[config.mk]
export PLATFORM = sky130hd
export DESIGN_NAME = mdio_mmd
export DESIGN_NICKNAME = d
export VERILOG_FILES = /design/src/rtl/mdio_mmd.sv
export SDC_FILE = /design/constraint.sdc
export NUM_CORES = 1
export LEC_CHECK = 0
export BUFFER_PORTS_ARGS = -buffer_cell sky130_fd_sc_hd__buf_2
export CAP_MARGIN = 20
export CORE_MARGIN = 5
export CORE_UTILIZATION = 50
export CTS_BUF_LIST = sky130_fd_sc_hd__clkbuf_8
export CTS_CLUSTER_DIAMETER = 100
export DETAILED_ROUTE_END_ITERATION = 8
export PLACE_DENSITY = 0.7
export SLEW_MARGIN = 20
export SYNTH_ARGS = -nofsm -noshare
export SYNTH_HDL_FRONTEND = slang
export SYNTH_SLANG_ARGS = --single-unit
[constraint.sdc]
create_clock -name clk -period 3.8 [get_ports clk]
set_input_delay 0.19 -clock clk [delete_from_list [all_inputs] [get_ports clk]]
set_output_delay 0.19 -clock clk [all_outputs]
set_load 0.01 [all_outputs]
[src/rtl/mdio_mmd.sv]
// mdio_mmd: multi-port MDIO management slave.
// Decodes Clause 22 and Clause 45 frames sampled on MDC rising-edge strobes
// (ce) and turns reads/writes into single-beat register bus accesses.
// Each answered port keeps a 16-bit Clause 45 MMD address register with
// post-read increment. mdo/mdo_valid are registered and change only on ce.
module mdio_mmd #(
   parameter int BASE_ADDRESS  = 0,
   parameter int PORTS         = 1,
   parameter int ENABLE_C45    = 1,
   parameter int PREAMBLE_BITS = 32,
   parameter int PORT_BITS     = (PORTS > 1) ? $clog2(PORTS) : 1
) (
   input  logic                 clk,
   input  logic                 rst_n,
   input  logic                 ce,
   input  logic                 mdi,
   output logic                 mdo,
   output logic                 mdo_valid,
   output logic                 cyc,
   output logic                 stb,
   output logic                 we,
   output logic                 c45,
   output logic [PORT_BITS-1:0] port,
   output logic [4:0]           devad,
   output logic [15:0]          addr,
   output logic [15:0]          data_write,
   input  logic [15:0]          data_read,
   input  logic                 ack,
   input  logic                 err
);

   localparam logic [2:0] S_IDLE  = 3'd0;
   localparam logic [2:0] S_PRE   = 3'd1;
   localparam logic [2:0] S_ST    = 3'd2;
   localparam logic [2:0] S_OP    = 3'd3;
   localparam logic [2:0] S_PRTAD = 3'd4;
   localparam logic [2:0] S_DEVAD = 3'd5;
   localparam logic [2:0] S_TA    = 3'd6;
   localparam logic [2:0] S_DATA  = 3'd7;

   // Table sized to the full port index range so any port value indexes safely;
   // entries at or beyond PORTS are never written because such frames are unclaimed.
   localparam int MMD_N = 2 ** PORT_BITS;

   logic [2:0]           state;
   logic [5:0]           cnt;       // preamble ones count, then bit index within a field
   logic [14:0]          sh;        // history of the last 15 sampled bits
   logic                 claim;     // frame is ours and legal so far
   logic                 is_c45;
   logic                 is_rd;
   logic                 is_wr;
   logic                 is_adr;
   logic                 is_inc;
   logic [PORT_BITS-1:0] port_r;
   logic [4:0]           dev_r;     // DEVAD (C45) or REGAD (C22)
   logic                 ack_seen;
   logic                 err_saved;
   logic                 drive;     // read data is being driven onto mdo this frame
   logic [15:0]          mmd_addr [MMD_N];

   logic [1:0]  fld2;
   logic [4:0]  fld5;
   logic [15:0] fld16;
   logic [5:0]  phy_off;
   logic        pre_sat;
   logic        ev_op;
   logic        ev_rd_go;
   logic        ev_wr_go;
   logic        ev_ta2;
   logic        ev_data_last;
   logic        rd_ok;

   // Field values complete on the ce that samples their last bit.
   assign fld2    = {sh[0], mdi};
   assign fld5    = {sh[3:0], mdi};
   assign fld16   = {sh, mdi};
   // Wrapping subtract: PHY addresses below BASE land far above PORTS.
   assign phy_off = {1'b0, fld5} - 6'(BASE_ADDRESS);
   assign pre_sat = (cnt >= 6'(PREAMBLE_BITS));

   assign ev_op        = ce && (state == S_ST);
   assign ev_rd_go     = ce && (state == S_DEVAD) && (cnt == 6'd4) && claim && is_rd;
   assign ev_wr_go     = ce && (state == S_DATA) && (cnt == 6'd15) && claim && is_wr;
   assign ev_ta2       = ce && (state == S_TA) && (cnt == 6'd1);
   assign ev_data_last = ce && (state == S_DATA) && (cnt == 6'd15);
   // Drive the read only if the bus answered cleanly before the second TA bit.
   assign rd_ok        = claim && is_rd && ack_seen && !err_saved && !stb;

   assign cyc = stb;

   // Frame tracker: walks preamble and fields on each ce and classifies the frame.
   always_ff @(posedge clk or negedge rst_n) begin
      if (!rst_n) begin
         state  <= S_IDLE;
         cnt    <= '0;
         sh     <= '0;
         claim  <= 1'b0;
         is_c45 <= 1'b0;
         is_rd  <= 1'b0;
         is_wr  <= 1'b0;
         is_adr <= 1'b0;
         is_inc <= 1'b0;
         port_r <= '0;
         dev_r  <= '0;
      end else if (ce) begin
         sh  <= {sh[13:0], mdi};
         cnt <= cnt + 6'd1;
         case (state)
            S_IDLE: begin
               if (mdi) begin
                  state <= S_PRE;
                  cnt   <= 6'd1;
               end else begin
                  cnt <= '0;
               end
            end
            S_PRE: begin
               if (mdi) begin
                  cnt <= pre_sat ? cnt : cnt + 6'd1;
               end else begin
                  // This zero is ST bit 1 once the preamble is long enough.
                  state <= pre_sat ? S_ST : S_IDLE;
                  cnt   <= '0;
               end
            end
            S_ST: begin
               claim  <= (fld2 == 2'b01) || ((fld2 == 2'b00) && (ENABLE_C45 != 0));
               is_c45 <= (fld2 == 2'b00);
               state  <= S_OP;
               cnt    <= '0;
            end
            S_OP: begin
               if (cnt == 6'd1) begin
                  if (is_c45) begin
                     is_adr <= (fld2 == 2'b00);
                     is_wr  <= (fld2 == 2'b01);
                     is_rd  <= fld2[1];
                     is_inc <= (fld2 == 2'b10);
                  end else begin
                     is_adr <= 1'b0;
                     is_inc <= 1'b0;
                     is_wr  <= (fld2 == 2'b01);
                     is_rd  <= (fld2 == 2'b10);
                     if (fld2[1] == fld2[0]) claim <= 1'b0;
                  end
                  state <= S_PRTAD;
                  cnt   <= '0;
               end
            end
            S_PRTAD: begin
               if (cnt == 6'd4) begin
                  if (phy_off >= 6'(PORTS)) claim <= 1'b0;
                  port_r <= phy_off[PORT_BITS-1:0];
                  state  <= S_DEVAD;
                  cnt    <= '0;
               end
            end
            S_DEVAD: begin
               if (cnt == 6'd4) begin
                  dev_r <= fld5;
                  state <= S_TA;
                  cnt   <= '0;
               end
            end
            S_TA: begin
               if (cnt == 6'd1) begin
                  state <= S_DATA;
                  cnt   <= '0;
               end
            end
            S_DATA: begin
               if (cnt == 6'd15) begin
                  state <= S_IDLE;
                  cnt   <= '0;
               end
            end
            default: begin
               state <= S_IDLE;
               cnt   <= '0;
            end
         endcase
      end
   end

   // Bus request: launch reads after DEVAD/REGAD, writes after DATA; one access per frame.
   always_ff @(posedge clk or negedge rst_n) begin
      if (!rst_n) begin
         stb       <= 1'b0;
         we        <= 1'b0;
         c45       <= 1'b0;
         port      <= '0;
         devad     <= '0;
         addr      <= '0;
         ack_seen  <= 1'b0;
         err_saved <= 1'b0;
      end else begin
         // ack together with err counts as err.
         if (stb && (ack || err)) begin
            stb <= 1'b0;
            if (err) err_saved <= 1'b1;
            else     ack_seen  <= 1'b1;
         end
         if (ev_op) begin
            stb       <= 1'b0;
            ack_seen  <= 1'b0;
            err_saved <= 1'b0;
         end
         if (ev_rd_go) begin
            stb   <= 1'b1;
            we    <= 1'b0;
            c45   <= is_c45;
            port  <= port_r;
            devad <= is_c45 ? fld5 : 5'd0;
            addr  <= is_c45 ? mmd_addr[port_r] : {11'd0, fld5};
         end
         // A read still pending at the second TA bit is abandoned.
         if (ev_ta2) stb <= 1'b0;
         if (ev_wr_go) begin
            stb   <= 1'b1;
            we    <= 1'b1;
            c45   <= is_c45;
            port  <= port_r;
            devad <= is_c45 ? dev_r : 5'd0;
            addr  <= is_c45 ? mmd_addr[port_r] : {11'd0, dev_r};
         end
      end
   end

   // Data path: capture read data, shift it out on mdo, or shift write data in.
   always_ff @(posedge clk or negedge rst_n) begin
      if (!rst_n) begin
         data_write <= '0;
         mdo        <= 1'b0;
         mdo_valid  <= 1'b0;
         drive      <= 1'b0;
      end else begin
         if (stb && !we && ack && !err) data_write <= data_read;
         if (ce) begin
            mdo       <= 1'b0;
            mdo_valid <= 1'b0;
            if (state == S_ST) drive <= 1'b0;
            if (ev_ta2) begin
               drive     <= rd_ok;
               mdo_valid <= rd_ok;
            end
            if (state == S_DATA) begin
               if (drive) begin
                  mdo        <= data_write[15];
                  mdo_valid  <= 1'b1;
                  data_write <= {data_write[14:0], 1'b0};
               end else if (claim && is_wr) begin
                  data_write <= {data_write[14:0], mdi};
               end
            end
         end
      end
   end

   // Per-port MMD address: loaded by C45 address frames, bumped by read-increment.
   always_ff @(posedge clk or negedge rst_n) begin
      if (!rst_n) begin
         for (int i = 0; i < MMD_N; i++) mmd_addr[i] <= '0;
      end else if (ev_data_last && claim && is_c45) begin
         if (is_adr)      mmd_addr[port_r] <= fld16;
         else if (is_inc) mmd_addr[port_r] <= mmd_addr[port_r] + 16'd1;
      end
   end

endmodule

* Yosys cells after proc, flatten, opt, wreduce, memory -nomap -nowiden
Cells that the tools add are included.
** Storage, ports and cells
- Register bits :: 114
- Input bits :: 22
- Output and inout port bits :: 44
- Word-level logic and storage cells :: 178
** Operators by class
- Add/subtract/negate cells :: 2
- $lt $le $gt $ge :: 4
- Equality and inequality tests :: 25
- Multiplexer cells :: 71
- Bitwise gates (word level) :: 1
- Reductions and logical operators :: 50
** Operator list (number)
- two-way mux 16 bit :: 13
- bitwise mux 32 bit :: 2
- two-way mux 32 bit :: 2
- case mux 6 bit (6 select lines) :: 1
- two-way mux 1 bit :: 33
- two-way mux 6 bit :: 5
- case mux 3 bit (8 select lines) :: 1
- logical AND 1 bit :: 22
- two-way mux 3 bit :: 7
- two-way mux 5 bit :: 4
- adder 16 x 1 -> 16 bit (second input constant) :: 1
- demux 16 bit (select 1 bit) :: 1
- inequality test 2 bit (second input constant) :: 7
- equality test 3 bit (second input constant) :: 4
- AND reduction 2 bit :: 6
- nonzero test 2 bit :: 5
- AND reduction 3 bit :: 3
- inequality test 2 x 1 -> 1 bit (second input constant) :: 4
- AND reduction 8 bit :: 1
- AND reduction 7 bit :: 1
- adder 6 x 1 -> 6 bit (second input constant) :: 1
- equality test 3 x 2 -> 1 bit (second input constant) :: 2
- equality test 6 x 1 -> 1 bit (second input constant) :: 1
- equality test 6 x 3 -> 1 bit (second input constant) :: 1
- other kinds (20) :: 25

* Longest topological paths before layout
Gate-level depths: netlist of the first run.
- Depth after elaboration :: 9
- Depth in mapped cells :: 10
- Depth with buffers taken out :: 7

* Worst setup path after synthesis of the first run
No wires, ideal clock.
- Path type :: reg2reg
- From :: register port_r
- To :: register mmd_addr[12] (netlist name)
- Setup time :: 65 ps
- Arrival :: 2327 ps
- Data required time :: 3735 ps
- Slack :: 1408 ps
- Stages on the path, launching flop included :: 11
- Path buffers :: 3
- Period minus slack after synthesis :: 2392 ps
- Cell sequence :: dfrtp_1 > buf_4 > buf_2 > buf_1 > mux2_2 > ha_1 > inv_1 > a21oi_1 > and4_1 > o31ai_1 > mux2_2
** Between the ends
- Cells in the longest elaborated chain, start to end :: 8
- Elaborated cells between the ends (all ways) :: 14
- Those cells by class :: 1 x add/sub; 2 x order compare; 9 x mux; 1 x bitwise; 1 x reduce/logical
** Ends and longest elaborated chain
- start: declaration :: line 54 : logic [PORT_BITS-1:0] port_r;
- start signal: assignment :: line 153 : port_r <= phy_off[PORT_BITS-1:0];
- inverter 1 -> 2 bit (not written as such) (*) :: line 264, 265
- two-way mux 16 bit (not written as such) (tied with other cells) :: line 265 : else if (is_inc) mmd_addr[port_r] <= mmd_addr[port_r] + 16'd1;
- two-way mux 16 bit (not written as such) or logical AND 1 bit (tied branches) :: line 265, 264
- two-way mux 16 bit, on equally long branches :: line 265, 264
- adder 16 x 1 -> 16 bit or demux 16 bit (select 1 bit) (tied branches) :: line 265, 264
- bitwise mux 32 bit :: line 265
- two-way mux 32 bit :: line 265
- two-way mux 32 bit (*) :: line 264 : if (is_adr) mmd_addr[port_r] <= fld16;
- end signal: indexed assignment :: line 264
- end signal: indexed assignment :: line 265
- end: declaration :: line 59 : logic [15:0] mmd_addr [MMD_N];
Mark *: on every way between the ends. The rest lies on a longest branch, timed or not. The select of a mux whose other input is x is not followed.
A chain may end at the register's enable or synchronous reset.

* Worst setup path in the final report of the first run
- From :: register port_r
- To :: register mmd_addr[6] (netlist name)
Same word-level chain as after synthesis.

==> results of run 1 <==
flip-flops by register name (all words and copies together), names as in the netlist, 3 cells and up:
signal and flops:
sh 15, dev_r 5, devad 5, addr 16
state 3, data_write 16, mmd_addr 32, cnt 6
cell families after synthesis:
logic type | Yosys count
adder cells (fa/ha/maj) | 7
flip-flops | 114
AO/OA/AOI/OAI | 134
XOR/XNOR | 6
multiplexers | 83
AND/OR/NAND/NOR | 212
buffers and inverters | 51
layout make-up:
type | instances | area, um2 | share of cell area [%]
Multi-Input combinational cell | 442 | 3010 | 43.2
Sequential cell | 114 | 2850 | 41.0
Timing Repair Buffer | 78 | 448 | 6.43
Clock buffer | 17 | 234 | 3.36
Clock inverter | 15 | 193 | 2.77
Tap cell | 147 | 184 | 2.64
Inverter | 12 | 45.0 | 0.647
worst min-delay path, delay by kind of cell:
family,cells,cell delay [ns]
mux,1,0.05
buf+inv,1,0.08
compound gates,1,0.13
cells in the final DEF, fill, tap and decap left out, types with 4 or more instances in the layout:
cell,Yosys,final
sky130_fd_sc_hd__nand4_1,9,9
sky130_fd_sc_hd__a21o_1,5,5
sky130_fd_sc_hd__buf_4,2,12
sky130_fd_sc_hd__mux2i_1,38,38
sky130_fd_sc_hd__nor3_1,5,5
sky130_fd_sc_hd__buf_2,9,64
sky130_fd_sc_hd__nor2_1,19,19
sky130_fd_sc_hd__or4_1,6,6
sky130_fd_sc_hd__clkinv_2,0,5
sky130_fd_sc_hd__inv_1,12,13
sky130_fd_sc_hd__ha_1,7,7
sky130_fd_sc_hd__nand3b_1,10,10
sky130_fd_sc_hd__o21ai_0,57,57
sky130_fd_sc_hd__a31oi_1,4,4
sky130_fd_sc_hd__o22ai_1,4,4
sky130_fd_sc_hd__bufinv_16,0,4
sky130_fd_sc_hd__xnor2_1,5,5
sky130_fd_sc_hd__mux2_2,44,44
sky130_fd_sc_hd__a211oi_1,5,5
sky130_fd_sc_hd__dfrtp_1,114,114
sky130_fd_sc_hd__clkinv_4,0,5
sky130_fd_sc_hd__clkbuf_8,0,17
sky130_fd_sc_hd__a21oi_1,18,18
sky130_fd_sc_hd__o31ai_1,16,16
sky130_fd_sc_hd__nand2b_1,6,6
sky130_fd_sc_hd__nand3_1,34,34
sky130_fd_sc_hd__nand2_1,94,94
sky130_fd_sc_hd__a22oi_1,4,4
through the flow:
step / cells / hold WS (ns)
global route: 825 / 0.0349
detailed placement: 791 / 0.325
global placement: 791 / 0.319
CTS: 824 / 0.0122
finish: 825 / 0.0405
floorplan: 607 / -0.106
worst max path at each step:
stage	start	endpoint	depth (start not counted)
global placement	port_r	mmd_addr[22]	6
global route	port_r	mmd_addr[6]	6
finish	port_r	mmd_addr[6]	6
detailed placement	port_r	mmd_addr[6]	6
CTS	port_r	mmd_addr[6]	6
floorplan	port_r	mmd_addr[12]	10
power by group:
| part | internal [W] | switching (W) | leakage, nW | total, W |
|---|---|---|---|---|
| clock network | 0.000710 | 0.000511 | 0.224 | 0.00122 |
| registers | 0.00137 | 0.000291 | 1.53 | 0.00166 |
| logic | 0.000377 | 0.000475 | 1.40 | 0.000852 |
| total | 0.00246 | 0.00128 | 3.15 | 0.00373 |
routing by layer:
layer	vias to the layer above	track usage [%]	wire length [um]
met5	-	0	0
met4	0	7.09	321
met3	25	6.08	818
met2	151	32.5	6840
met1	2400	29.1	6700
li1	2317	-	-
cell usage after synthesis (3+ instances only):
cell | number | area, um2
sky130_fd_sc_hd__mux2_2 | 44 | 495
sky130_fd_sc_hd__or4_1 | 6 | 45.0
sky130_fd_sc_hd__a31oi_1 | 4 | 25.0
sky130_fd_sc_hd__nand2_1 | 94 | 353
sky130_fd_sc_hd__and3_1 | 3 | 18.8
sky130_fd_sc_hd__inv_1 | 12 | 45.0
sky130_fd_sc_hd__a211oi_1 | 5 | 37.5
sky130_fd_sc_hd__a21o_1 | 5 | 37.5
sky130_fd_sc_hd__nand3b_1 | 10 | 75.1
sky130_fd_sc_hd__nand2b_1 | 6 | 37.5
sky130_fd_sc_hd__nand4_1 | 9 | 56.3
sky130_fd_sc_hd__o21ai_0 | 57 | 285
sky130_fd_sc_hd__nor3_1 | 5 | 25.0
sky130_fd_sc_hd__a22oi_1 | 4 | 30.0
sky130_fd_sc_hd__buf_1 | 4 | 15.0
sky130_fd_sc_hd__o22ai_1 | 4 | 25.0
sky130_fd_sc_hd__dfrtp_1 | 114 | 2850
sky130_fd_sc_hd__a21oi_1 | 18 | 90.1
sky130_fd_sc_hd__clkbuf_1 | 23 | 86.3
sky130_fd_sc_hd__xnor2_1 | 5 | 43.8
sky130_fd_sc_hd__mux2i_1 | 38 | 380
sky130_fd_sc_hd__o31ai_1 | 16 | 120
sky130_fd_sc_hd__buf_2 | 9 | 45.0
sky130_fd_sc_hd__ha_1 | 7 | 87.6
sky130_fd_sc_hd__nor2_1 | 19 | 71.3
sky130_fd_sc_hd__and2_1 | 3 | 18.8
sky130_fd_sc_hd__nor2b_1 | 3 | 18.8
sky130_fd_sc_hd__nand3_1 | 34 | 170
==> results by group, run 1 <==
Run status
  • Outcome: finished clean

Floorplanning
  • Die Wd: 120 um
  • Die Span Y: 120 um
  • Core Footprint: around 0.012 mm2
  • Die Footprint: 0.0144 mm2
  • Starting Density: between 50% and 60%
  • Count of pins on the block boundary: 66
  • Number of placement rows: 40

CTS
  • Clock buffer count from CTS: 17
  • Worst-Skew Late Latency: 0.44 ns
  • Hold-fix buffer count after cts: 1
  • Clock root buffer: sky130_fd_sc_hd__clkbuf_8
  • Clock slew seen by the registers of the worst setup and hold paths: 0.08 ns
  • CTS tree: done
  • Post-cts sizing count: 0
  • Number of buffers added for setup after CTS: 0
  • Deepest level of the CTS H-tree: 4
  • Clock net sink count: approximately 110
  • Clock tree buffer depth: 2

GRT
  • Remaining global-route overflow: 0
  • Total global-route track usage: 21.3%
  • Vias in the first global route: 4,807
  • Number of antenna violations at the first check in global routing: 0
  • First-pass GRT wire length: 24,500 um
  • Maximum number of pins on one net before global-route repair: 65

Route
  • Post-DR wirelength/cell: between 15 and 20 um
  • Number of remaining DRC errors: 0
  • Number of detailed-routing iterations run before antenna repair: 4
  • Wire length reported by the detailed router: 14,700 um
  • Ratio of routed vias to standard cells: a little under 6
  • Via count of the routed design: 4,893
  • Iter 0 DRT Violations: 368
  • Antenna Nets Post-Route: 0

Yosys
  • Cells after synthesis: 607
  • Syn. warnings: 0
  • Number of library cell types mapped by synthesis: 64
  • Share of synthesized cell area in full adder, half adder and majority cells: roughly 1.4%
  • Mux share of post-synthesis cell area: 14.6%
  • Avg Synthesized Cell Area: 9.99 um2
  • Synthesized netlist net count: between 600 and 700
  • Syn Std Cell Area: 0.00606 mm2
  • Seq cells post-synth: around 110
  • Leading register cell type out of synthesis: sky130_fd_sc_hd__dfrtp_1
  • Post-synth EDFFs: 0
  • Simple-gate area share of the yosys netlist: 18.4%
  • Post-synthesis async set-or-reset flop share: 100%
  • Compound-Gate Fraction of Synth Area: about 14%
  • Combinational family with the most area after synthesis: simple AND/OR/NAND/NOR gates
  • Sequential-to-total area share from yosys stat: 47.0%
  • Share of the synthesized netlist area taken by xor and xnor gates: 0.867%

Final layout
  • Filler cell count: roughly 1,100
  • Antenna Cells: 0
  • Nets: between 600 and 700
  • Finished layout cell area: 0.00697 mm2
  • Post-synthesis to final-layout area growth: 14.9%
  • Ratio of cells with drive above 1 in the final layout: 24.6%
  • Fin util: 58.2%

Worst setup path
  • Arrival time reported for the critical path endpoint: 3.09 ns
  • CP peak stage delay: 0.92 ns
  • Crit path max-delay family: flip-flops
  • CP required: 4.13 ns
  • Crit path max fanout: 25
  • Kind of end point of the critical path: flip-flop
  • Worst setup SP type: flip-flop
  • Launching point of the worst reg2reg path: port_r
  • Worst reg2reg path depth: 6
  • Buffer and inverter count on the worst path: 1
  • Category of the critical setup timing path: reg -> reg
  • Cell breakdown of the critical path: buf_4, mux2i_1, a2111oi_0, xnor2_1, o21ai_0, mux2_2
  • Worst-path cell with the longest stage delay: sky130_fd_sc_hd__dfrtp_1
  • Setup slack on the worst flop-to-flop path: approximately 1.0 ns
  • Worst reg2reg endpoint: mmd_addr[6]

Timing
  • Count of final hold-check violations: 0
  • Minimum period implied by the final worst setup slack: 2.76 ns
  • Setup TNS: 0 ns
  • Setup repair after global routing missed its margin: false
  • Count of pins over their slew limit: 0
  • Upper clock frequency limit: 362 MHz
  • Least setup slack across all paths after layout: 1.04 ns
  • Number of setup violations in the final report: 0
  • Clock Skews: 0.0108 ns
  • Headroom to the max-slew limit: 41.9%
  • Final period util: 72.6%
  • Slew at the pin closest to its max-slew limit: 0.871 ns

Worst hold path
  • Worst hold path type: in -> reg
  • Worst Hold Path Cells: 3
  • Hold endpoint: data_write[11]
  • Source of the worst hold timing path: data_read[11]

Power
  • Worst IR Drop VDD: between 300 and 400 uV
  • Post-route total power: 0.00373 W
  • Pleak: 3.15 nW
  • PwrDens: 536 mW/mm2

Flow run
  • Count of maximum capacitance violations: 0

Placement
  • Post-DP Area: 0.00650 mm2
  • Post-detailed-placement half-perimeter wirelength: approximately 10,000 um
  • Placer congestion estimate: 0.897
  • Port bufs: 65
  • Pre-CTS worst setup slack: 1.11 ns
Note: power is estimated with default switching activity, not from simulation.
==> run 2, diff against run 1 <==
Settings changed: PLACE_DENSITY 0.7 to 0.72.
Clock period 3.8 ns to 2.4 ns, I/O delays scaled along.
==> results by group, run 2 (synthesized netlist as in run 1, its figures left out) <==
Run status
  • Outcome: finished clean (unchanged)

Final layout
  • Top library cells by usage in the layout, fill and taps aside: 113 x sky130_fd_sc_hd__dfrtp_1, 94 x sky130_fd_sc_hd__nand2_1, 64 x sky130_fd_sc_hd__buf_2 (was 114 x sky130_fd_sc_hd__dfrtp_1, 94 x sky130_fd_sc_hd__nand2_1, 64 x sky130_fd_sc_hd__buf_2)
  • Fin util: 61.5% (was 58.2%)
  • Finished layout cell area: 0.00736 mm2 (was 0.00697 mm2)
  • Filler cell count: 972 (was 1,051)
  • Ratio of cells with drive above 1 in the final layout: 26.5% (was 24.6%)
  • Largest register FFs: 32 (unchanged)
  • Antenna Cells: 0 (unchanged)
  • Register with the highest flop count: mmd_addr (unchanged)
  • Biggest registers after layout: mmd_addr x32, addr x16, data_write x16 (unchanged)
  • Nets: 738 (was 694)
  • Post-synthesis to final-layout area growth: 21.3% (was 14.9%)
  • Most common cell after layout, fill and taps aside: sky130_fd_sc_hd__dfrtp_1 (unchanged)

Power
  • PwrDens: 821 mW/mm2 (was 536 mW/mm2)
  • Combinational share of power: 28.1% (was 22.8%)
  • Total internal power: 0.00403 W (was 0.00246 W)
  • Worst IR Drop VDD: 405 uV (was 302 uV)
  • Sequential share of power: 40.5% (was 44.5%)
  • Net switching fraction of the power: 33.3% (was 34.2%)
  • Pleak: 3.38 nW (was 3.15 nW)
  • Clk network pwr share: 31.4% (was 32.7%)
  • Switching component of the power: 0.00201 W (was 0.00128 W)

Route
  • Number of remaining DRC errors: 0 (unchanged)
  • Ratio of routed vias to standard cells: 5.86 (was 5.93)
  • Via count of the routed design: 5,084 (was 4,893)
  • Number of detailed-routing iterations run before antenna repair: 4 (unchanged)
  • Post-DR wirelength/cell: 17.7 um (was 17.8 um)
  • Antenna Nets Post-Route: 0 (unchanged)
  • Iter 0 DRT Violations: 190 (was 368)
  • Wire length reported by the detailed router: 15,300 um (was 14,700 um)

Timing
  • Number of setup violations in the final report: 0 (unchanged)
  • Headroom to the max-slew limit: 48.0% (was 41.9%)
  • Final period util: 92.5% (was 72.6%)
  • Setup repair after global routing missed its margin: false (unchanged)
  • Slew at the pin closest to its max-slew limit: 0.773 ns (was 0.871 ns)
  • Minimum period implied by the final worst setup slack: 2.22 ns (was 2.76 ns)
  • Clock Skews: 0.0108 ns (about the same)
  • Setup TNS: 0 ns (unchanged)
  • Least setup slack across all paths after layout: 0.180 ns (was 1.04 ns)
  • Count of pins over their slew limit: 0 (unchanged)
  • Upper clock frequency limit: 450 MHz (was 362 MHz)
  • Count of final hold-check violations: 0 (unchanged)

Floorplanning
  • Count of pins on the block boundary: 66 (unchanged)
  • Die Wd: 120 um (unchanged)
  • Core Footprint: 0.0120 mm2 (unchanged)
  • Die Footprint: 0.0144 mm2 (unchanged)
  • Number of placement rows: 40 (unchanged)
  • Die Span Y: 120 um (unchanged)
  • Starting Density: 50.7% (unchanged)

Placement
  • Post-detailed-placement half-perimeter wirelength: 10,700 um (was 10,300 um)
  • Post-DP Area: 0.00669 mm2 (was 0.00650 mm2)
  • Placer congestion estimate: 0.912 (was 0.897)
  • Port bufs: 65 (unchanged)
  • Pre-CTS worst setup slack: 0.143 ns (was 1.11 ns)

Worst setup path
  • Crit path max-delay family: compound AO/OA/AOI/OAI gates (was flip-flops)
  • Cell breakdown of the critical path: buf_4, nand3b_1, a222oi_1, buf_4, nand4_1, xor2_1, o311ai_1 (was buf_4, mux2i_1, a2111oi_0, xnor2_1, o21ai_0, mux2_2)
  • Crit path max fanout: 14 (was 25)
  • Category of the critical setup timing path: reg -> reg (unchanged)
  • Cell with the most instances on the worst path: sky130_fd_sc_hd__buf_4
  • Arrival time reported for the critical path endpoint: 2.56 ns (was 3.09 ns)
  • Kind of end point of the critical path: flip-flop (unchanged)
  • CP peak stage delay: 0.45 ns (was 0.92 ns)
  • CP required: 2.74 ns (was 4.13 ns)
  • Buffer and inverter count on the worst path: 2 (was 1)
  • Worst-path cell with the longest stage delay: sky130_fd_sc_hd__dfrtp_1 (unchanged)
  • Worst setup SP type: flip-flop (unchanged)

GRT
  • Remaining global-route overflow: 0 (unchanged)
  • Number of antenna violations at the first check in global routing: 0 (unchanged)
  • Total global-route track usage: 22.3% (was 21.3%)
  • Maximum number of pins on one net before global-route repair: 56 (was 65)
  • First-pass GRT wire length: 25,600 um (was 24,500 um)
  • Vias in the first global route: 5,043 (was 4,807)

Worst hold path
  • Worst hold path type: in -> reg (unchanged)

Flow run
  • Count of maximum capacitance violations: 0 (unchanged)

CTS
  • Deepest level of the CTS H-tree: 4 (unchanged)
  • CTS tree: done (unchanged)
  • Clock root buffer: sky130_fd_sc_hd__clkbuf_8 (unchanged)
  • Worst-Skew Late Latency: 0.45 ns (was 0.44 ns)
  • Clock slew seen by the registers of the worst setup and hold paths: 0.07 ns (was 0.08 ns)
  • Clock tree buffer depth: 2 (unchanged)
  • Clock buffer count from CTS: 17 (unchanged)
  • Clock net sink count: 114 (unchanged)
==> run 2: changes by cell type in the layout (fill, tap and decap cells not counted), moves of 4 or more <==
cell	before	now
sky130_fd_sc_hd__clkinv_4	5	0
sky130_fd_sc_hd__clkinv_2	5	1
sky130_fd_sc_hd__clkbuf_8	17	22
sky130_fd_sc_hd__dlygate4sd3_1	1	19
sky130_fd_sc_hd__inv_1	13	17
sky130_fd_sc_hd__buf_4	12	37
==> run 2: worst paths after layout <==
check                      cells after the start     startpoint        endpoint  slack, ns
setup / recovery                               7         port_r    mmd_addr[31]       0.18
hold / removal                                 3  data_read[10]  data_write[10]       0.03
setup reg to reg                               7         port_r    mmd_addr[31]       0.18
hold reg to reg                                2        addr[4]         addr[4]       0.47
max in group asynchronous                      3          rst_n          cnt[0]       1.49
min in group asynchronous                      2          rst_n     mmd_addr[6]       0.17
==> run 2: power by group through the flow <==
stage          Combinational [W]  Sequential, W  Clock [W]
2_1_floorplan            0.00118        0.00239          0
3_3_place_gp             0.00162        0.00245          0
3_5_place_dp             0.00164        0.00247          0
4_1_cts                  0.00168        0.00243    0.00194
5_1_grt                  0.00186        0.00248    0.00204
6_report                 0.00170        0.00244    0.00189
==> run 2: cell type report <==
class	count	area, um2	share of cell area (%)
inverters	12	45.0	0.612
flip-flops and latches	114	2850	38.8
multi-input cells	442	3040	41.3
clock inverters	9	114	1.55
clock buffers	22	303	4.12
well taps	147	184	2.50
repair buffers	122	820	11.1
==> run 2: metal layers <==
layer | vias up | part of all wire, % | GRT usage (%)
met5 | - | 0 | 0
met4 | 0 | 2.1 | 7.59
met3 | 31 | 4.6 | 5.98
met2 | 132 | 49 | 37.5
met1 | 2506 | 44 | 27.9
li1 | 2415 | - | -
==> run 2: per-stage QoR <==
step                      cells  total power, W  hold slack (ns)
after floorplan             607         0.00358           -0.176
after global placement      815         0.00407           0.0953
after detailed placement    815         0.00411            0.107
after CTS                   865         0.00605           0.0195
after global routing        868         0.00638           0.0517
final                       868         0.00604           0.0307
==> run 2: repair_timing <==
item                       4_1_cts  5_1_grt
hold buffers                    19        0
setup endpoints to repair        0       15
setup buffers                    0        3
gates resized for setup          0        7
hold endpoints to repair        52        0
==> run 2: worst reg2reg max path, stage by stage, from the launching register on <==
cell and delay (ns):
sky130_fd_sc_hd__dfrtp_1 0.45, sky130_fd_sc_hd__buf_4 0.22, sky130_fd_sc_hd__nand3b_1 0.25, sky130_fd_sc_hd__a222oi_1 0.39
sky130_fd_sc_hd__buf_4 0.21, sky130_fd_sc_hd__nand4_1 0.14, sky130_fd_sc_hd__xor2_1 0.20, sky130_fd_sc_hd__o311ai_1 0.25
